$ cat src/rtl/alu_nibble_sequencer.sv
// Sequences WIDTH-bit ALU operations through an external 4-bit CLA slice,
// one nibble per cycle (LSB first), and assembles the result and flags.
module alu_nibble_sequencer #(
    parameter int WIDTH = 16
) (
    input  logic             clk,
    input  logic             rst_n,
    input  logic             req_valid,
    output logic             req_ready,
    input  logic [WIDTH-1:0] req_a,
    input  logic [WIDTH-1:0] req_b,
    input  logic [2:0]       req_op,
    output logic [3:0]       slice_a,
    output logic [3:0]       slice_b,
    output logic             slice_c_in,
    output logic [2:0]       slice_op,
    input  logic [3:0]       slice_result,
    input  logic             slice_p,
    input  logic             slice_g,
    input  logic             slice_c_last,
    output logic             rsp_valid,
    input  logic             rsp_ready,
    output logic [WIDTH-1:0] rsp_result,
    output logic             rsp_carry,
    output logic             rsp_overflow,
    output logic             rsp_zero
);
    localparam int NIB = WIDTH / 4;
    localparam int IW  = $clog2(NIB);

    typedef enum logic [1:0] {IDLE, RUN, DONE} state_t;

    state_t             state_q;
    logic [WIDTH-1:0]   a_q, b_q, result_q, result_d;
    logic [2:0]         op_q;
    logic [IW-1:0]      idx_q;
    logic               carry_q;
    logic               rsp_carry_q, rsp_ovf_q, rsp_zero_q;

    logic [3:0]         a_nib [NIB];
    logic [3:0]         b_nib [NIB];
    logic               op_known, op_arith, op_slt, last_nib, carry_out, ovf_d;

    for (genvar gi = 0; gi < NIB; gi++) begin : g_nib
        assign a_nib[gi] = a_q[gi*4 +: 4];
        assign b_nib[gi] = b_q[gi*4 +: 4];
    end

    assign op_known  = (op_q == 3'b000) || (op_q == 3'b001) || (op_q == 3'b010) ||
                       (op_q == 3'b110) || (op_q == 3'b111);
    assign op_arith  = (op_q == 3'b010) || (op_q == 3'b110) || (op_q == 3'b111);
    assign op_slt    = (op_q == 3'b111);
    assign last_nib  = (idx_q == IW'(NIB - 1));

    assign slice_a    = a_nib[idx_q];
    assign slice_b    = b_nib[idx_q];
    assign slice_c_in = carry_q;
    assign slice_op   = op_known ? op_q : 3'b000;

    assign carry_out  = slice_g | (slice_p & slice_c_in);
    assign ovf_d      = op_arith & (slice_c_last ^ carry_out);

    // Reserved ops leave the result at the zero loaded on accept.
    always_comb begin
        result_d = result_q;
        if (op_known) begin
            for (int i = 0; i < NIB; i++) begin
                if (idx_q == IW'(i)) result_d[i*4 +: 4] = slice_result;
            end
            if (op_slt && last_nib) begin
                result_d = '0;
                result_d[0] = slice_result[3] ^ ovf_d;
            end
        end
    end

    always_ff @(posedge clk or negedge rst_n) begin
        if (!rst_n) begin
            state_q     <= IDLE;
            a_q         <= '0;
            b_q         <= '0;
            op_q        <= 3'b000;
            idx_q       <= '0;
            carry_q     <= 1'b0;
            result_q    <= '0;
            rsp_carry_q <= 1'b0;
            rsp_ovf_q   <= 1'b0;
            rsp_zero_q  <= 1'b0;
        end else begin
            case (state_q)
                IDLE: begin
                    if (req_valid) begin
                        state_q     <= RUN;
                        a_q         <= req_a;
                        b_q         <= req_b;
                        op_q        <= req_op;
                        idx_q       <= '0;
                        carry_q     <= req_op[2];
                        result_q    <= '0;
                        rsp_carry_q <= 1'b0;
                        rsp_ovf_q   <= 1'b0;
                        rsp_zero_q  <= 1'b0;
                    end
                end
                RUN: begin
                    result_q <= result_d;
                    carry_q  <= carry_out;
                    idx_q    <= idx_q + 1'b1;
                    if (last_nib) begin
                        state_q     <= DONE;
                        idx_q       <= '0;
                        rsp_carry_q <= op_arith & carry_out;
                        rsp_ovf_q   <= ovf_d;
                        rsp_zero_q  <= (result_d == '0);
                    end
                end
                DONE: begin
                    if (rsp_ready) state_q <= IDLE;
                end
                default: state_q <= IDLE;
            endcase
        end
    end

    assign req_ready    = (state_q == IDLE);
    assign rsp_valid    = (state_q == DONE);
    assign rsp_result   = result_q;
    assign rsp_carry    = rsp_carry_q;
    assign rsp_overflow = rsp_ovf_q;
    assign rsp_zero     = rsp_zero_q;
endmodule
$ cat config.mk
export PLATFORM = sky130hd
export DESIGN_NAME = alu_nibble_sequencer
export DESIGN_NICKNAME = d
export VERILOG_FILES = /design/src/rtl/alu_nibble_sequencer.sv
export SDC_FILE = /design/constraint.sdc
export NUM_CORES = 1
export LEC_CHECK = 0
export CAP_MARGIN = 20
export CORE_UTILIZATION = 48
export CTS_CLUSTER_DIAMETER = 100
export DETAILED_ROUTE_END_ITERATION = 10
export GPL_ROUTABILITY_DRIVEN = 0
export GPL_TIMING_DRIVEN = 1
export PLACE_DENSITY_LB_ADDON = 0.05
export SLEW_MARGIN = 30
export SYNTH_ARGS = -nofsm -noshare
export SYNTH_HDL_FRONTEND = slang
export SYNTH_SLANG_ARGS = --single-unit
$ cat constraint.sdc
create_clock -name clk -period 2.8 [get_ports clk]
set_input_delay 0.56 -clock clk [delete_from_list [all_inputs] [get_ports clk]]
set_output_delay 0.56 -clock clk [all_outputs]
set_load 0.005 [all_outputs]
==> results of run 1 <==
-- cells in the mapped netlist (4+ instances only) --
| master | n |
|---|---|
| sky130_fd_sc_hd__a21oi_1 | 5 |
| sky130_fd_sc_hd__a31oi_1 | 4 |
| sky130_fd_sc_hd__a32o_1 | 11 |
| sky130_fd_sc_hd__and2_1 | 4 |
| sky130_fd_sc_hd__and3_1 | 5 |
| sky130_fd_sc_hd__buf_2 | 8 |
| sky130_fd_sc_hd__clkbuf_1 | 6 |
| sky130_fd_sc_hd__dfrtp_1 | 59 |
| sky130_fd_sc_hd__ha_1 | 4 |
| sky130_fd_sc_hd__inv_1 | 6 |
| sky130_fd_sc_hd__mux2_2 | 34 |
| sky130_fd_sc_hd__mux4_2 | 8 |
| sky130_fd_sc_hd__nand2_1 | 21 |
| sky130_fd_sc_hd__nor2_1 | 6 |
| sky130_fd_sc_hd__o21ai_0 | 8 |
| sky130_fd_sc_hd__o22ai_1 | 4 |
-- state kept, by name (all words and copies together), names as in the netlist --
register      count
a_q              16
b_q              16
rsp_result       16
op_q              3
idx_q             2
state_q           2
rsp_carry         1
rsp_overflow      1
rsp_zero          1
slice_c_in        1
-- final timing paths --
path | start | endpoint | slack, ps | depth (start not counted)
setup reg to reg | idx_q[0] | rsp_zero | 540 | 7
min in group clk | rsp_carry | rsp_carry | 490 | 2
setup / recovery | op_q[1] | slice_op[0] | 220 | 3
hold / removal | rst_n | rsp_result[0] | 50 | 1
max in group asynchronous | rst_n | b_q[1] | 2110 | 2
hold reg to reg | rsp_carry | rsp_carry | 490 | 2
-- kinds of logic after synthesis --
logic type,count (synthesis),synth area share
DFF,59,0.4987
and+or+nand+nor,56,0.1031
AOI/OAI and AO/OA,54,0.1369
muxes,44,0.1986
buffers and inverters,24,0.04269
adders and majority gates,4,0.01691
xor gates and xnor gates,1,0.002959
-- final cells by class --
cell class | count | area (sq um) | area share
Clock inverter | 5 | 100.1 | 0.02472
Tap cell | 75 | 93.84 | 0.02318
Inverter | 6 | 22.52 | 0.005562
Multi-Input combinational cell | 159 | 1359 | 0.3356
Timing Repair Buffer | 87 | 855.8 | 0.2114
Sequential cell | 59 | 1476 | 0.3646
Clock buffer | 11 | 141.4 | 0.03492
-- layer usage --
| metal | vias up | GRT usage | share of wire |
|---|---|---|---|
| li1 | 1079 | - | - |
| met1 | 1128 | 0.2784 | 0.41 |
| met2 | 93 | 0.3788 | 0.49 |
| met3 | 22 | 0.06818 | 0.071 |
| met4 | 0 | 0.1321 | 0.027 |
| met5 | - | 0 | 0 |
-- power breakdown --
group	internal, mW	total, mW	switching (mW)	leakage (nW)
clock	0.613	0.964	0.351	0.123
sequential	1.25	1.54	0.296	0.730
combinational	1.35	2.31	0.961	0.841
-- metrics by stage --
stage	util	hold WS (ps)
after global placement	0.6431	417.9
after CTS	0.6839	41.78
after global routing	0.6839	56.43
final	0.6839	45.78
after floorplan	-	264.4
after detailed placement	0.6431	413.5
==> impl_summary.log, run 1 <==
INFO  metric final_design_area_no_fill = roughly 4000 sq um
INFO  metric layout.cells.most_common_list = sky130_fd_sc_hd__clkdlybuf4s50_1 (77), sky130_fd_sc_hd__dfrtp_1 (59), sky130_fd_sc_hd__mux2_2 (34)
INFO  metric drv.max_cap_violation_count = 0
INFO  metric clk_pin_slew_worst_paths = 70 ps
INFO  metric route.final.wire_length = between 7000 and 8000 um
INFO  metric cts.path.max_buffers = 2
INFO  metric overflow = 0
INFO  metric syn2layout_area_growth = 36.77%
INFO  metric clock_insertion_delay_worst_skew = 350 ps
INFO  metric grt_max_degree = 33
INFO  metric synth_seq_cells = a little under 60
INFO  metric via_count = between 2000 and 2500
INFO  metric dieHeight = 80.53 um
INFO  metric drt_pass1_iterations = 6
INFO  metric cts_tree = done
INFO  metric floorplan.io_pins = 79
INFO  metric synth_largest_area_cell = sky130_fd_sc_hd__dfrtp_1
INFO  metric postSynthCellCount = roughly 240
INFO  metric ys_async_sr_fraction = 1.000
INFO  metric synth_warnings = 0
INFO  metric grt_pass1_wl = 11160 um
INFO  metric worst_hold_class = input pin to async pin
INFO  metric synth_area_per_cell = between 10 and 15 sq um
INFO  metric crit_type = flip-flop to output pin
INFO  metric drive_gt1_frac = 0.2232
INFO  metric maxSlewHeadroom = 0.6979
INFO  metric tightestPinTransition = ~450 ps
INFO  metric fin_nets = 372
INFO  metric critical_path.top_delay_family = simple AND/OR/NAND/NOR gates
INFO  metric antenna_cells_inserted = 0
INFO  metric total_standard_cell_area_after_synthesis = between 2000 and 3000 sq um
INFO  metric groute.usage.overall = 0.2347
INFO  metric routedWlPerCell = approximately 17 um
INFO  metric finClkSkew = roughly 9.0 ps
INFO  metric power_density = about 1200 nW/um^2
INFO  metric clock_h_tree_levels = 3
INFO  metric largest_vdd_supply_drop = slightly below 0.7 mV
INFO  metric synthesis.nets = between 200 and 300
INFO  metric cts.hold.buffers_added = 0
INFO  metric yosys_most_used_dff = sky130_fd_sc_hd__dfrtp_1
INFO  metric detailed_place_hpwl = about 5000 um
INFO  metric cts.root.buffer_cell = sky130_fd_sc_hd__clkbuf_8
INFO  metric setup.worst_path.end_class = output pin
INFO  metric final_cell_count_no_fill = 402
INFO  metric synth_area_leaders = sky130_fd_sc_hd__dfrtp_1 (50%), sky130_fd_sc_hd__mux2_2 (13%), sky130_fd_sc_hd__mux4_2 (6.1%), sky130_fd_sc_hd__a32o_1 (3.7%), sky130_fd_sc_hd__nand2_1 (2.7%)
INFO  metric post_cts.resized_instances = 0
INFO  metric cts_setup_buffers = 0
INFO  metric cts_inserted_buffers = 9
INFO  metric place_inst = 386
INFO  metric setup_viol_count_final = 0
INFO  metric route.antenna.remaining_nets = 0
INFO  metric num_rows = 28
INFO  metric period_needed = about 2600 ps
INFO  metric placement.cell_area = 3807 sq um
INFO  metric routed_via_density = between 5 and 6
INFO  metric finalPower = 4.815 mW
INFO  metric floorplan.die.width = a little over 80 um
INFO  metric place_ws = about 580 ps
INFO  metric yosys.area.top_type_share = 0.4987
INFO  metric timing.critical_path.cells = or2b_1 -> and3_1 -> clkdlybuf4s50_1
INFO  metric port-buffer-count = 78
INFO  metric post-route-drc-count = 0
INFO  metric fin_setup_tns = 0 ps
INFO  metric core_area = ~6000 sq um
INFO  metric critical-path-max-stage-delay = between 500 and 600 ps
INFO  metric synth-seq-area-share = 0.4987
INFO  metric status = completed
INFO  metric grt_antenna_before_repair = 0
INFO  metric post_synth_num_cell_types = 50
INFO  metric endpoints_failing_hold = 0
INFO  metric period_utilisation_layout = 0.9203
INFO  metric initialDrtViolationCount = around 120
INFO  metric clock_sink_count = 59
INFO  metric timing.critical_path.arrival = about 2000 ps
INFO  metric synth_edf_count = 0
INFO  metric start_util = 0.5000
INFO  metric crit_slowest_cell = sky130_fd_sc_hd__dfrtp_1
INFO  metric timing.final.max_slew_violations = 0
INFO  metric grt_setup_unrepaired = no
INFO  metric crit_required = 2240 ps
INFO  metric critPathMaxFanout = 12
INFO  metric timing.fmax = 388.1 MHz
INFO  metric post-route-worst-setup-slack = between 200 and 250 ps
INFO  metric grt_pass1_vias = about 2300
INFO  metric power.leakage = ~1.7 nW
INFO  metric critPathBufInv = 1
INFO  metric worstSetupStartpointType = flip-flop
INFO  metric fillerInstances = 460
INFO  metric die_area = 6485 sq um
INFO  metric layout_commonest_cell = sky130_fd_sc_hd__clkdlybuf4s50_1
Power figures use the tool's default switching activity.
==> inputs of run 2 (changes only) <==
PLACE_DENSITY = 0.84   (was default)
PLACE_DENSITY_LB_ADDON = default   (was 0.05)
==> run 2 against run 1 <==
  * Critical path depth stayed put
  * Clock power is 8.9% lower
  * Largest cell class unchanged
  * Cell count is 1.0% lower
  * Clock skew is 1.1 ps lower
  * Routed wire length is 5.3% lower
  * Combinational power is 2% lower
  * Critical path type unchanged
  * Power is 2.4% lower
  * Via count is 1.4% lower
  * Sequential share of layout area is 0.40 points higher
==> impl_summary.log, run 2 (synthesized netlist as in run 1, its figures left out) <==
INFO  metric status = completed
INFO  metric timing.final.max_slew_violations = 0 (unchanged)
INFO  metric largest_vdd_supply_drop = 0.6858 mV (+0.25%)
INFO  metric detailed_route_wirelength_on_metal2 = 3380 um (-2.5%)
INFO  metric timing.critical_path.cells = or2b_1 -> and3_1 -> clkdlybuf4s50_1
INFO  metric drv.max_cap_violation_count = 0 (unchanged)
INFO  metric period_needed = 2625 ps (+48.51 ps)
INFO  metric area_occupied_by_registers = 1476 sq um (unchanged)
INFO  metric routed_via_density = 5.751 (-0.43%)
INFO  metric fin_setup_tns = 0 ps (unchanged)
INFO  metric fin_nets = 368 (-1.1%)
INFO  metric worst_hold_class = input pin to async pin
INFO  metric cts_inserted_buffers = 9 (unchanged)
INFO  metric setup.worst_path.end_class = output pin
INFO  metric antenna_cells_inserted = 0 (unchanged)
INFO  metric route.final.wire_length = 6645 um (-5.3%)
INFO  metric maxSlewHeadroom = 0.5182 (-0.1797)
INFO  metric power_frac_clock = 0.187 (-0.013)
INFO  metric grt_pass1_wl = 11000 um (-1.4%)
INFO  metric critPathMaxFanout = 12 (unchanged)
INFO  metric sequentialPowerShare = 0.329 (+0.008)
INFO  metric floorplan.die.width = 80.53 um (unchanged)
INFO  metric dieHeight = 80.53 um (unchanged)
INFO  metric detail_route.wirelength.met1 = 2725 um (-4.6%)
INFO  metric cts.path.max_buffers = 2 (unchanged)
INFO  metric start_util = 0.5000 (unchanged)
INFO  metric syn2layout_area_growth = 35.29%
INFO  metric via_count = 2289 (-1.4%)
INFO  metric timing.critical_path.arrival = 2070 ps (+50 ps)
INFO  metric finalPower = 4.697 mW (-2.4%)
INFO  metric post-route-drc-count = 0 (unchanged)
INFO  metric met3_length = 462 um (-7.8%)
INFO  metric drive_gt1_frac = 0.2136 (-0.009619)
INFO  metric power.share.switching = 0.3352 (+0.001219)
INFO  metric layout.cells.most_common_list = sky130_fd_sc_hd__clkdlybuf4s50_1 (77), sky130_fd_sc_hd__dfrtp_1 (59), sky130_fd_sc_hd__mux2_2 (34)
INFO  metric fillerInstances = 459 (-0.22%)
INFO  metric grt_antenna_before_repair = 0 (unchanged)
INFO  metric detailed_place_hpwl = 4799 um (-4.9%)
INFO  metric net_switching_power = 1.574 mW (-2.1%)
INFO  metric grt_setup_unrepaired = no
INFO  metric critPathBufInv = 1 (unchanged)
INFO  metric crit_required = 2240 ps (about the same)
INFO  metric crit_type = flip-flop to output pin
INFO  metric cts_tree = done
INFO  metric clock_sink_count = 59 (unchanged)
INFO  metric power_density = 1173 nW/um^2 (-1.4%)
INFO  metric top_layer = met4
INFO  metric critical-path-max-stage-delay = 580 ps (+40 ps)
INFO  metric route.antenna.remaining_nets = 0 (unchanged)
INFO  metric die_area = 6485 sq um (unchanged)
INFO  metric overflow = 0 (unchanged)
INFO  metric clock_insertion_delay_worst_skew = 340 ps (about the same)
INFO  metric period_utilisation_layout = 0.9376 (+0.01733)
INFO  metric core_area = 5921 sq um (unchanged)
INFO  metric post_cts.resized_instances = 0 (unchanged)
INFO  metric final_cell_count_no_fill = 398 (-1.0%)
INFO  metric clk_pin_slew_worst_paths = 60 ps (about the same)
INFO  metric multiInputGateArea = 1359 sq um (unchanged)
INFO  metric groute.usage.overall = 0.2319 (-0.002757)
INFO  metric clock_h_tree_levels = 3 (unchanged)
INFO  metric setup_viol_count_final = 0 (unchanged)
INFO  metric critical_path.top_delay_family = simple AND/OR/NAND/NOR gates
INFO  metric tightestPinTransition = 722.7 ps (+269.6 ps)
INFO  metric drt_pass1_iterations = 4 (-2)
INFO  metric cts_setup_buffers = 0 (unchanged)
INFO  metric p_int = 3.122 mW (-2.6%)
INFO  metric endpoints_failing_hold = 0 (unchanged)
INFO  metric worst_hold_slack = 349.2 ps (+303.4 ps)
INFO  metric port-buffer-count = 78 (unchanged)
INFO  metric finClkSkew = 7.839 ps (-1.147 ps)
INFO  metric num_rows = 28 (unchanged)
INFO  metric initialDrtViolationCount = 120 (-3.2%)
INFO  metric grt_max_degree = 60 (+82%)
INFO  metric timing.fmax = 380.9 MHz (-1.8%)
INFO  metric power.leakage = 1.663 nW (-1.8%)
INFO  metric grt_pass1_vias = 2320 (-0.043%)
INFO  metric layout_commonest_cell = sky130_fd_sc_hd__clkdlybuf4s50_1
INFO  metric power_frac_comb = 0.484 (+0.005)
INFO  metric cts.hold.buffers_added = 0 (unchanged)
INFO  metric worstSetupStartpointType = flip-flop
INFO  metric routedWlPerCell = 16.70 um (-4.3%)
INFO  metric place_inst = 382 (-1.0%)
INFO  metric crit_slowest_cell = sky130_fd_sc_hd__dfrtp_1
INFO  metric floorplan.io_pins = 79 (unchanged)
INFO  metric cts.root.buffer_cell = sky130_fd_sc_hd__clkbuf_8
INFO  metric final_core_utilization = 0.6765 (-0.007397)
## run 2: cell types whose count changed in the layout (fill, tap and decap cells not counted), sizes merged
cell / change
clkinvlp: +1
clkbuf: +1
bufinv: -1
buf: -4
clkinv: -1
## run 2: power groups by stage
stage	clock, mW	combinational (mW)	sequential [mW]
after floorplan	0	1.50	1.44
after global placement	0	2.22	1.54
after detailed placement	0	2.28	1.57
after CTS	0.891	2.29	1.55
after global routing	0.931	2.47	1.60
final	0.878	2.27	1.55
## run 2: worst paths after layout
path                       startpoint             to  slack, ps  cells past startpoint
max                           op_q[1]    slice_op[0]        170                      3
min                             rst_n  rsp_result[2]        350                      2
max reg2reg                  idx_q[0]       rsp_zero        500                      7
min reg2reg                 rsp_carry      rsp_carry        480                      2
max in group asynchronous       rst_n  rsp_result[1]       1960                      2
min in group clk            rsp_carry      rsp_carry        480                      2
## run 2: layer usage
layer,global-route usage,vias to the layer above
li1,-,1063
met1,0.2683,1141
met2,0.3864,76
met3,0.09091,9
met4,0.08571,0
met5,0,-
## run 2: cell type report
cell class	count	share of cell area
clock buffers	12	0.03874
clock inverters	4	0.01812
inverters	6	0.005623
multi-input cells	159	0.3393
flip-flops and latches	59	0.3686
well taps	75	0.02343
repair buffers	83	0.2062
## run 2: per-stage QoR
step	cell area [sq um]	worst slack [ps]
2_1_floorplan	2960	674.2
3_3_place_gp	3777	575.5
3_5_place_dp	3777	516.7
4_1_cts	4005	172.3
5_1_grt	4005	98.94
6_report	4005	174.6
==> inputs of run 3 (changes only) <==
CORE_MARGIN = 3   (was default)
CTS_CLUSTER_SIZE = 28   (was default)
==> run 3 against run 2 <==
  * Power fell by 3.1%
  * Non-clock buffer count rose by 1
  * Combinational power about the same
  * Die area up 10%
  * First-iteration DRC count grew 59%
  * Final area shrank 1.2%
  * Sequential share of layout area rose by 0.45 points
  * Largest cell class unchanged
  * Register-to-register slack improved by 30 ps
  * Hold slack better by 18 ps
  * Core utilization grew 1.2 points
  * Routed wire length rose by 4.8%
  * Flip-flop and latch count stayed put
==> impl_summary.log, run 3 (synthesized netlist as in run 1, its figures left out) <==
INFO  metric grt_pass1_vias = 2479 (+6.9%)
INFO  metric drive_gt1_frac = 0.2074 (-0.006192)
INFO  metric setup.worst_path.end_class = output pin
INFO  metric worst_hold_class = input pin to async pin
INFO  metric syn2layout_area_growth = 33.64%
INFO  metric detailed_place_hpwl = 5113 um (+6.5%)
INFO  metric die_area = 7145 sq um (+10%)
INFO  metric clock_h_tree_levels = 3 (unchanged)
INFO  metric clock_sink_count = 59 (unchanged)
INFO  metric period_needed = 2549 ps (-76.35 ps)
INFO  metric final_cell_count_no_fill = 395 (-0.75%)
INFO  metric drt_pass1_iterations = 4 (unchanged)
INFO  metric power.leakage = 1.646 nW (-1.0%)
INFO  metric post-route-drc-count = 0 (unchanged)
INFO  metric timing.critical_path.arrival = 1990 ps (-80 ps)
INFO  metric endpoints_failing_hold = 0 (unchanged)
INFO  metric route.final.wire_length = 6966 um (+4.8%)
INFO  metric routedWlPerCell = 17.64 um (+5.6%)
INFO  metric floorplan.die.width = 84.53 um (+5.0%)
INFO  metric cts_tree = done
INFO  metric route.antenna.remaining_nets = 0 (unchanged)
INFO  metric core_area = 5743 sq um (-3.0%)
INFO  metric largest_vdd_supply_drop = 0.5777 mV (-16%)
INFO  metric status = completed
INFO  metric place_inst = 380 (-0.52%)
INFO  metric multiInputGateArea = 1359 sq um (unchanged)
INFO  metric timing.fmax = 392.3 MHz (+3.0%)
INFO  metric period_utilisation_layout = 0.9104 (-0.02727)
INFO  metric maxSlewHeadroom = 0.5201 (+0.001964)
INFO  metric crit_type = flip-flop to output pin
INFO  metric post_cts.resized_instances = 0 (unchanged)
INFO  metric fillerInstances = 453 (-1.3%)
INFO  metric port-buffer-count = 78 (unchanged)
INFO  metric power_density = 1150 nW/um^2 (-1.9%)
INFO  metric cts_setup_buffers = 0 (unchanged)
INFO  metric overflow = 0 (unchanged)
INFO  metric finClkSkew = 8.657 ps (+0.8180 ps)
INFO  metric initialDrtViolationCount = 191 (+59%)
INFO  metric grt_max_degree = 60 (unchanged)
INFO  metric final_design_area_no_fill = 3956 sq um (-1.2%)
INFO  metric cts_inserted_buffers = 9 (unchanged)
INFO  metric critical-path-max-stage-delay = 550 ps (-30 ps)
INFO  metric start_util = 0.5155 (+0.01547)
INFO  metric grt_setup_unrepaired = no
INFO  metric routed_via_density = 5.833 (+1.4%)
INFO  metric area_occupied_by_registers = 1476 sq um (unchanged)
INFO  metric cts.hold.buffers_added = 0 (unchanged)
INFO  metric drv.max_cap_violation_count = 0 (unchanged)
INFO  metric worstSetupStartpointType = flip-flop
INFO  metric antenna_cells_inserted = 0 (unchanged)
INFO  metric cts.path.max_buffers = 2 (unchanged)
INFO  metric setup_viol_count_final = 0 (unchanged)
INFO  metric layout_commonest_cell = sky130_fd_sc_hd__clkdlybuf4s50_1
INFO  metric via_count = 2304 (+0.66%)
INFO  metric final_core_utilization = 0.6889 (+0.01243)
INFO  metric groute.usage.overall = 0.2115 (-0.02043)
INFO  metric floorplan.io_pins = 79 (unchanged)
INFO  metric fin_setup_tns = 0 ps (unchanged)
INFO  metric crit_required = 2240 ps (about the same)
INFO  metric placement.cell_area = 3781 sq um (about the same)
INFO  metric timing.final.max_slew_violations = 0 (unchanged)
INFO  metric cts.root.buffer_cell = sky130_fd_sc_hd__clkbuf_8
INFO  metric dieHeight = 84.53 um (+5.0%)
INFO  metric clk_pin_slew_worst_paths = 70 ps (about the same)
INFO  metric grt_antenna_before_repair = 0 (unchanged)
INFO  metric fin_nets = 369 (+0.27%)
INFO  metric clock_insertion_delay_worst_skew = 340 ps (about the same)
INFO  metric layout.cells.most_common_list = sky130_fd_sc_hd__clkdlybuf4s50_1 (77), sky130_fd_sc_hd__dfrtp_1 (59), sky130_fd_sc_hd__mux2_2 (34)
INFO  metric num_rows = 27 (-3.6%)
INFO  metric crit_slowest_cell = sky130_fd_sc_hd__dfrtp_1
INFO  metric timing.critical_path.cells = or2b_1 -> and3_1 -> clkdlybuf4s50_1
INFO  metric grt_pass1_wl = 11830 um (+7.5%)
INFO  metric tightestPinTransition = 719.8 ps (-2.947 ps)
INFO  metric critPathMaxFanout = 12 (unchanged)
[run 3: cell count changes in the layout (fill, tap and decap cells not counted)]
cell and delta:
sky130_fd_sc_hd__clkinv_2 +1, sky130_fd_sc_hd__clkinvlp_4 -1, sky130_fd_sc_hd__clkbuf_1 +2, sky130_fd_sc_hd__buf_4 +1
sky130_fd_sc_hd__clkbuf_8 -2, sky130_fd_sc_hd__bufinv_16 -1
[run 3: per-stage QoR]
stage | total power, mW | hold slack, ps | setup WS [ps]
after floorplan | 2.943 | 264.4 | 674.2
after global placement | 3.776 | 465.3 | 584.8
after detailed placement | 3.858 | 463.8 | 514.4
after CTS | 4.595 | 382.7 | 239.4
after global routing | 4.888 | 426.3 | 137.4
final | 4.551 | 367.4 | 251.0
[run 3: critical path: cells and delay by family, from the launching register on]
family / cells / cell delay, ps
DFF: 1 / 550
buffers and inverters: 1 / 500
and+or+nand+nor: 2 / 600
[run 3: cell type report]
class | count | area share
Sequential cell | 59 | 0.3732
Multi-Input combinational cell | 159 | 0.3435
Timing Repair Buffer | 84 | 0.2106
Clock buffer | 12 | 0.03416
Tap cell | 72 | 0.02277
Clock inverter | 3 | 0.01012
Inverter | 6 | 0.005693
[run 3: power breakdown]
| part | leakage, nW | total (mW) | internal, mW | switching, mW |
|---|---|---|---|---|
| registers | 0.730 | 1.54 | 1.25 | 0.296 |
| logic | 0.826 | 2.29 | 1.33 | 0.960 |
| clock network | 0.0902 | 0.715 | 0.404 | 0.311 |
| total | 1.65 | 4.55 | 2.98 | 1.57 |
[run 3: per-layer routing]
metal | GRT usage | routed length [um]
met5 | 0 | 0
met4 | 0.1194 | 211
met2 | 0.3452 | 3435
met1 | 0.2498 | 2813
met3 | 0.06084 | 506
[run 3: worst paths after layout]
check                           endpoint  startpoint  slack, ps  depth (start not counted)
min reg2reg                    rsp_carry   rsp_carry        470                          2
max in group asynchronous  rsp_result[3]       rst_n       1950                          2
max                          slice_op[0]     op_q[1]        250                          3
min                         rsp_overflow       rst_n        370                          2
min in group clk               rsp_carry   rsp_carry        470                          2
max reg2reg                     rsp_zero    idx_q[0]        530                          7
